## src/rtl/imem_pkg.sv

```systemverilog
`default_nettype none
// ============================================================================
// Module      : imem_pkg
// Description : Shared types and constants for the instruction-memory boot
//               loader: loader state encoding, default memory geometry and
//               the width of the stream's word-count header.
// Revision    : 1.0 - initial release
// ============================================================================
package imem_pkg;

    localparam int DEPTH_DEFAULT  = 1024;  // instruction memory depth, words
    localparam int ADDR_W_DEFAULT = 10;    // log2(DEPTH_DEFAULT)
    localparam int HDR_W          = 16;    // word-count header width, bits

    typedef enum logic [2:0] {
        IDLE   = 3'd0,
        LEN_LO = 3'd1,
        LEN_HI = 3'd2,
        DATA   = 3'd3,
        FIN    = 3'd4,
        DONE   = 3'd5,
        ERR    = 3'd6
    } state_t;

endpackage
`default_nettype wire

```

## src/rtl/word_assembler.sv

```systemverilog
`default_nettype none
// ============================================================================
// Module      : word_assembler
// Description : Packs a little-endian byte stream into 32-bit words. Bytes
//               shift in from the top, so after four bytes the first one sits
//               in [7:0] and the fourth in [31:24].
// Ports       : clk, rst        - clock, asynchronous active-high reset
//               clear           - zero the byte counter and partial word
//               byte_en         - a stream byte is consumed this cycle
//               byte_data[7:0]  - the stream byte
//               word_done       - this byte completes a word (combinational)
//               word[31:0]      - word including the current byte
// Revision    : 1.0 - initial release
// ============================================================================
module word_assembler (
    input  logic        clk,
    input  logic        rst,
    input  logic        clear,
    input  logic        byte_en,
    input  logic [7:0]  byte_data,
    output logic        word_done,
    output logic [31:0] word
);

    logic [1:0]  cnt_q,  cnt_d;
    logic [31:0] word_q, word_d;

    // The word is presented combinationally with the completing byte merged
    // in, so the caller can register it on the same edge that accepts it.
    assign word      = {byte_data, word_q[31:8]};
    assign word_done = byte_en & ~clear & (cnt_q == 2'd3);

    always_comb begin
        cnt_d  = cnt_q;
        word_d = word_q;
        if (clear) begin
            cnt_d  = 2'd0;
            word_d = 32'd0;
        end else if (byte_en) begin
            cnt_d  = cnt_q + 2'd1;   // wraps 3 -> 0 at each word boundary
            word_d = {byte_data, word_q[31:8]};
        end
    end

    always_ff @(posedge clk or posedge rst) begin
        if (rst) begin
            cnt_q  <= 2'd0;
            word_q <= 32'd0;
        end else begin
            cnt_q  <= cnt_d;
            word_q <= word_d;
        end
    end

endmodule
`default_nettype wire

```

## src/rtl/imem_loader.sv

```systemverilog
`default_nettype none
// ============================================================================
// Module      : imem_loader
// Description : Boot-time loader. Receives a 16-bit little-endian word count
//               followed by that many little-endian 32-bit words, writes them
//               to instruction memory from address 0, and holds the core in
//               reset until the final write has committed.
// Ports       : clk, rst             - clock, asynchronous active-high reset
//               start                - pulse to begin a load (ignored if busy)
//               byte_valid/byte_data - incoming stream byte
//               byte_ready           - byte accepted this cycle
//               wr_en/wr_addr/wr_data- registered memory write port
//               core_hold            - core reset hold, low only when loaded
//               busy / done / err    - load status
// Revision    : 1.0 - initial release
// ============================================================================
module imem_loader
    import imem_pkg::*;
#(
    parameter int DEPTH  = DEPTH_DEFAULT,
    parameter int ADDR_W = ADDR_W_DEFAULT
) (
    input  logic        clk,
    input  logic        rst,
    input  logic        start,
    input  logic        byte_valid,
    input  logic [7:0]  byte_data,
    output logic        byte_ready,
    output logic        wr_en,
    output logic [31:0] wr_addr,
    output logic [31:0] wr_data,
    output logic        core_hold,
    output logic        busy,
    output logic        done,
    output logic        err
);

    localparam logic [HDR_W-1:0] c_DEPTH_LEN = HDR_W'(DEPTH);

    state_t             state_q, state_d;
    logic [HDR_W-1:0]   len_q,   len_d;
    logic [ADDR_W:0]    k_q,     k_d;     // one spare bit: k never wraps
    logic               wr_en_q, wr_en_d;
    logic [31:0]        wr_addr_q, wr_addr_d;
    logic [31:0]        wr_data_q, wr_data_d;

    logic               w_accept;
    logic               w_asm_clear;
    logic               w_asm_en;
    logic               w_word_done;
    logic [31:0]        w_word;
    logic [HDR_W-1:0]   w_len_next;
    logic [HDR_W-1:0]   w_k_ext;
    logic [HDR_W-1:0]   w_last_idx;

    assign w_accept   = byte_valid & byte_ready;
    assign w_asm_en   = w_accept & (state_q == DATA);
    assign w_len_next = {byte_data, len_q[7:0]};
    assign w_k_ext    = {{(HDR_W-ADDR_W-1){1'b0}}, k_q};
    assign w_last_idx = len_q - {{(HDR_W-1){1'b0}}, 1'b1};

    word_assembler u_asm (
        .clk       (clk),
        .rst       (rst),
        .clear     (w_asm_clear),
        .byte_en   (w_asm_en),
        .byte_data (byte_data),
        .word_done (w_word_done),
        .word      (w_word)
    );

    // Next-state and status outputs
    always_comb begin
        state_d     = state_q;
        len_d       = len_q;
        k_d         = k_q;
        w_asm_clear = 1'b0;
        byte_ready  = 1'b0;
        busy        = 1'b0;
        core_hold   = 1'b1;
        done        = 1'b0;
        err         = 1'b0;

        case (state_q)
            IDLE: begin
                if (start) state_d = LEN_LO;
            end
            LEN_LO: begin
                byte_ready = 1'b1;
                busy       = 1'b1;
                if (w_accept) begin
                    len_d[7:0] = byte_data;
                    state_d    = LEN_HI;
                end
            end
            LEN_HI: begin
                byte_ready = 1'b1;
                busy       = 1'b1;
                if (w_accept) begin
                    len_d = w_len_next;
                    if (w_len_next == '0 || w_len_next > c_DEPTH_LEN) begin
                        state_d = ERR;
                    end else begin
                        state_d     = DATA;
                        k_d         = '0;
                        w_asm_clear = 1'b1;
                    end
                end
            end
            DATA: begin
                byte_ready = 1'b1;
                busy       = 1'b1;
                if (w_word_done) begin
                    if (w_k_ext == w_last_idx) state_d = FIN;
                    else                       k_d     = k_q + 1'b1;
                end
            end
            FIN: begin
                // Last write is on the bus this cycle; release the core only
                // after it has committed.
                busy    = 1'b1;
                state_d = DONE;
            end
            DONE: begin
                core_hold = 1'b0;
                done      = 1'b1;
                if (start) state_d = LEN_LO;
            end
            ERR: begin
                err = 1'b1;
                if (start) state_d = LEN_LO;
            end
            default: state_d = IDLE;
        endcase
    end

    // Registered write port: strobe, address and data all appear in the cycle
    // after the edge that accepts a word's fourth byte.
    always_comb begin
        wr_en_d   = w_word_done;
        wr_addr_d = wr_addr_q;
        wr_data_d = wr_data_q;
        if (w_word_done) begin
            wr_addr_d = {{(32-ADDR_W-3){1'b0}}, k_q, 2'b00};
            wr_data_d = w_word;
        end
    end

    always_ff @(posedge clk or posedge rst) begin
        if (rst) begin
            state_q   <= IDLE;
            len_q     <= '0;
            k_q       <= '0;
            wr_en_q   <= 1'b0;
            wr_addr_q <= 32'd0;
            wr_data_q <= 32'd0;
        end else begin
            state_q   <= state_d;
            len_q     <= len_d;
            k_q       <= k_d;
            wr_en_q   <= wr_en_d;
            wr_addr_q <= wr_addr_d;
            wr_data_q <= wr_data_d;
        end
    end

    assign wr_en   = wr_en_q;
    assign wr_addr = wr_addr_q;
    assign wr_data = wr_data_q;

endmodule
`default_nettype wire

```

## config.mk

```make
export PLATFORM = sky130hd
export DESIGN_NAME = imem_loader
export DESIGN_NICKNAME = d
export VERILOG_FILES = /design/src/rtl/imem_pkg.sv /design/src/rtl/word_assembler.sv /design/src/rtl/imem_loader.sv
export SDC_FILE = /design/constraint.sdc
export NUM_CORES = 1
export LEC_CHECK = 0
export ABC_AREA = 1
export BUFFER_PORTS_ARGS = -buffer_cell sky130_fd_sc_hd__buf_2
export CORE_MARGIN = 1.5
export CORE_UTILIZATION = 44
export DETAILED_ROUTE_END_ITERATION = 10
export PLACE_DENSITY_LB_ADDON = 0.12
export SYNTH_ARGS = -nofsm -noshare
export SYNTH_HDL_FRONTEND = slang
export SYNTH_SLANG_ARGS = --single-unit
```

## constraint.sdc

```tcl
create_clock -name clk -period 3.9 [get_ports clk]
set_input_delay 0.78 -clock clk [delete_from_list [all_inputs] [get_ports clk]]
set_output_delay 0.78 -clock clk [all_outputs]
set_load 0.05 [all_outputs]
```

==> impl_metrics.py <==
metrics = {
    "detailed_routing": {
        "drtPass1Iterations": 5,
        "wl_per_cell_um": 14.0,
        "wirelength_mm": 12.1,
        "route.detailed.drc": 0,
        "viasPerCell": 4.96,
        "antenna_left": 0,
        "vias": 4281,
        "drt_iter0_drc": 300,
    },
    "setup_path": {
        "cp.required_ps": 4130,
        "timing.rr.start": "state_q[2]",
        "path_max_fanout": 14,
        "crit_start": "state_q[2]",
        "ff2ff_path_depth": 10,
        "crit_path_end_kind": "flop",
        "path_class": "flop to flop",
        "start_kind": "flop",
        "cp.arrival_ps": 2590,
    },
    "power_and_ir_drop": {
        "clkPwrFrac": 0.186,
        "power_switching_uw": 2210,
        "swShare": 0.483,
        "power.internal_uw": 2360,
        "powerDensity_nw_per_um2": 786,
        "vdd_drop_max_v": 0.000524,
        "p_comb_frac": 0.456,
        "p_leak_uw": 0.00308,
        "seq_power_share": 0.357,
    },
    "clocking": {
        "cts_setup_buffers": 0,
        "cts_sinks": 100,
        "cts_hold_buffers": 0,
        "clk_latency_ps": 340,
        "cts_buffers": 9,
        "cts_htree_levels": 3,
        "cts_buffer_depth": 2,
        "cts_tree": "done",
        "cts.reportedPaths.clkPinSlew_ps": 80,
        "cts_root_buffer": "clkbuf_16",
        "cts-resized-gates": 0,
    },
    "floorplanning": {
        "start_util": 0.453,
        "io_pins": 82,
        "rows": 39,
        "die_w_um": 112,
        "die_area_um2": 12500,
        "core-area_um2": 11500,
        "die_h_um": 112,
    },
    "yosys": {
        "ys_warn_count": 0,
        "seq_area_frac_synth": 0.481,
        "synth_area_um2": 5200,
        "ys_seq_elements": 100,
        "synthCells": 663,
        "synth_cell_types": 34,
        "async_flop_share": 1.00,
        "avgSynthCellArea_um2": 7.84,
        "synth_flop_cell": "dfrtp_1",
        "synth_edf_count": 0,
    },
    "timing": {
        "hold_violations": 0,
        "slew_viol_final": 0,
        "timing.final.crit_share": 0.606,
        "finalSetupTns_ps": 0,
        "worst_clock_skew_ps": 10.9,
        "whs_ps": 472,
        "fmax_ghz": 0.423,
        "tightest_slew_ps": 726,
        "max_slew_margin": 0.516,
        "finalSetupViolations": 0,
        "period_needed_ps": 2360,
        "rsz0062_at_grt": "false",
    },
    "global_routing": {
        "grt_max_degree": 77,
        "grt_pass1_wl_mm": 20.2,
        "grt_overflow": 0,
        "grt_pass1_vias": 4017,
        "antenna_found_initial": 0,
        "grt_use_total": 0.202,
    },
    "flow_run": {
        "maxCapViolations": 0,
    },
    "layout": {
        "nets": 732,
        "drive_gt1_frac": 0.179,
        "layout_common_cells": "205 x nand2_1, 100 x dfrtp_1, 77 x o21ai_0",
        "layout_commonest_cell": "nand2_1",
        "area_growth_pct": 11.7,
        "diodes": 0,
    },
    "placed_design": {
        "place.gp.congestion": 0.892,
        "port_buffers": 60,
        "dp_hpwl_mm": 8.80,
    },
    "worst_hold_path": {
        "whs_path_depth": 2,
        "hp-class": "flop to flop",
        "hp-start": "u_asm.word_q[12]",
    },
    "status": {
        "status": "completed",
    },
}
[final cells by class]
cell class | instances | area [µm²]
well taps | 143 | 179
flip-flops and latches | 100 | 2500
multi-input cells | 465 | 2220
inverters | 76 | 288
fillers | 1127 | 5660
clock inverters | 6 | 56.3
repair buffers | 64 | 330
clock buffers | 9 | 225
[Yosys cell counts, types with 4 or more instances]
library cell / n / area, µm²
inv_1: 70 / 263
dfrtp_1: 100 / 2500
nand4_1: 15 / 93.8
nor2_1: 47 / 176
ha_1: 4 / 50.1
nand2_2: 25 / 156
clkbuf_1: 10 / 37.5
inv_2: 4 / 15.0
o21ai_0: 77 / 385
xnor2_1: 6 / 52.6
a21oi_1: 4 / 20.0
nor3_1: 4 / 20.0
nand3_1: 23 / 115
buf_4: 21 / 158
buf_2: 9 / 45.0
xor2_1: 7 / 61.3
nor2_2: 10 / 62.6
nand2_1: 206 / 773
[path summary, 6_finish.rpt]
check,end,slack [ps]
setup / recovery,k_q[10],1540
setup reg to reg,k_q[10],1540
min in group asynchronous,wr_data[0],570
hold reg to reg,wr_data[4],470
hold / removal,wr_data[4],470
max in group asynchronous,u_asm.word_q[13],2550
[power groups by stage]
stage	sequential [µW]	clock [µW]	combinational [µW]
floorplan	2040	0	1230
detailed placement	1640	0	2080
global route	1680	921	2300
finish	1630	851	2080
global placement	1640	0	2040
CTS	1630	871	2090
[kinds of logic (layout without fill, tap and decap cells)]
| kind of cell | count (synthesis) | after routing | share of synthesized area |
|---|---|---|---|
| xor+xnor | 13 | 13 | 0.0219 |
| flops | 100 | 100 | 0.481 |
| simple gates | 342 | 342 | 0.295 |
| compound gates | 85 | 85 | 0.0854 |
| buf+inv | 118 | 155 | 0.106 |
| other cells | 1 | 21 | 0.000721 |
| fa+ha+maj | 4 | 4 | 0.00963 |
[worst max-delay path, cell delays in order (launching register included)]
cell     delay [ps]
dfrtp_1         480
nor2_2          200
nand2_1         300
nor2_2          260
nand2_2          80
inv_2           200
nor2_1           80
inv_2           230
nand3_4         240
nand2_2         130
nand2_2          50
[flip-flops by register name (all words and copies together) (netlist names)]
name          flops
wr_data          32
len_q            16
k_q              11
wr_addr          11
wr_en             1
u_asm.cnt_q       2
u_asm.word_q     24
state_q           3
[per-stage QoR]
| stage | worst slack, ps | instances | cell area [µm²] | util | total power [µW] |
|---|---|---|---|---|---|
| after floorplan | 501 | 683 | 5270 | - | 3270 |
| after global placement | 1450 | 848 | 5520 | 0.482 | 3680 |
| after detailed placement | 1330 | 848 | 5520 | 0.482 | 3720 |
| after CTS | 1530 | 863 | 5810 | 0.506 | 4590 |
| after global routing | 1250 | 863 | 5810 | 0.506 | 4900 |
| final | 1540 | 863 | 5810 | 0.506 | 4560 |
[routing by layer]
metal,up-vias,track usage,part of all wire
met5,-,0,0
li1,2130,-,-
met2,124,0.313,0.45
met1,2007,0.289,0.48
met3,20,0.0321,0.046
met4,0,0.0700,0.020
(Power assumes the default switching activity.)
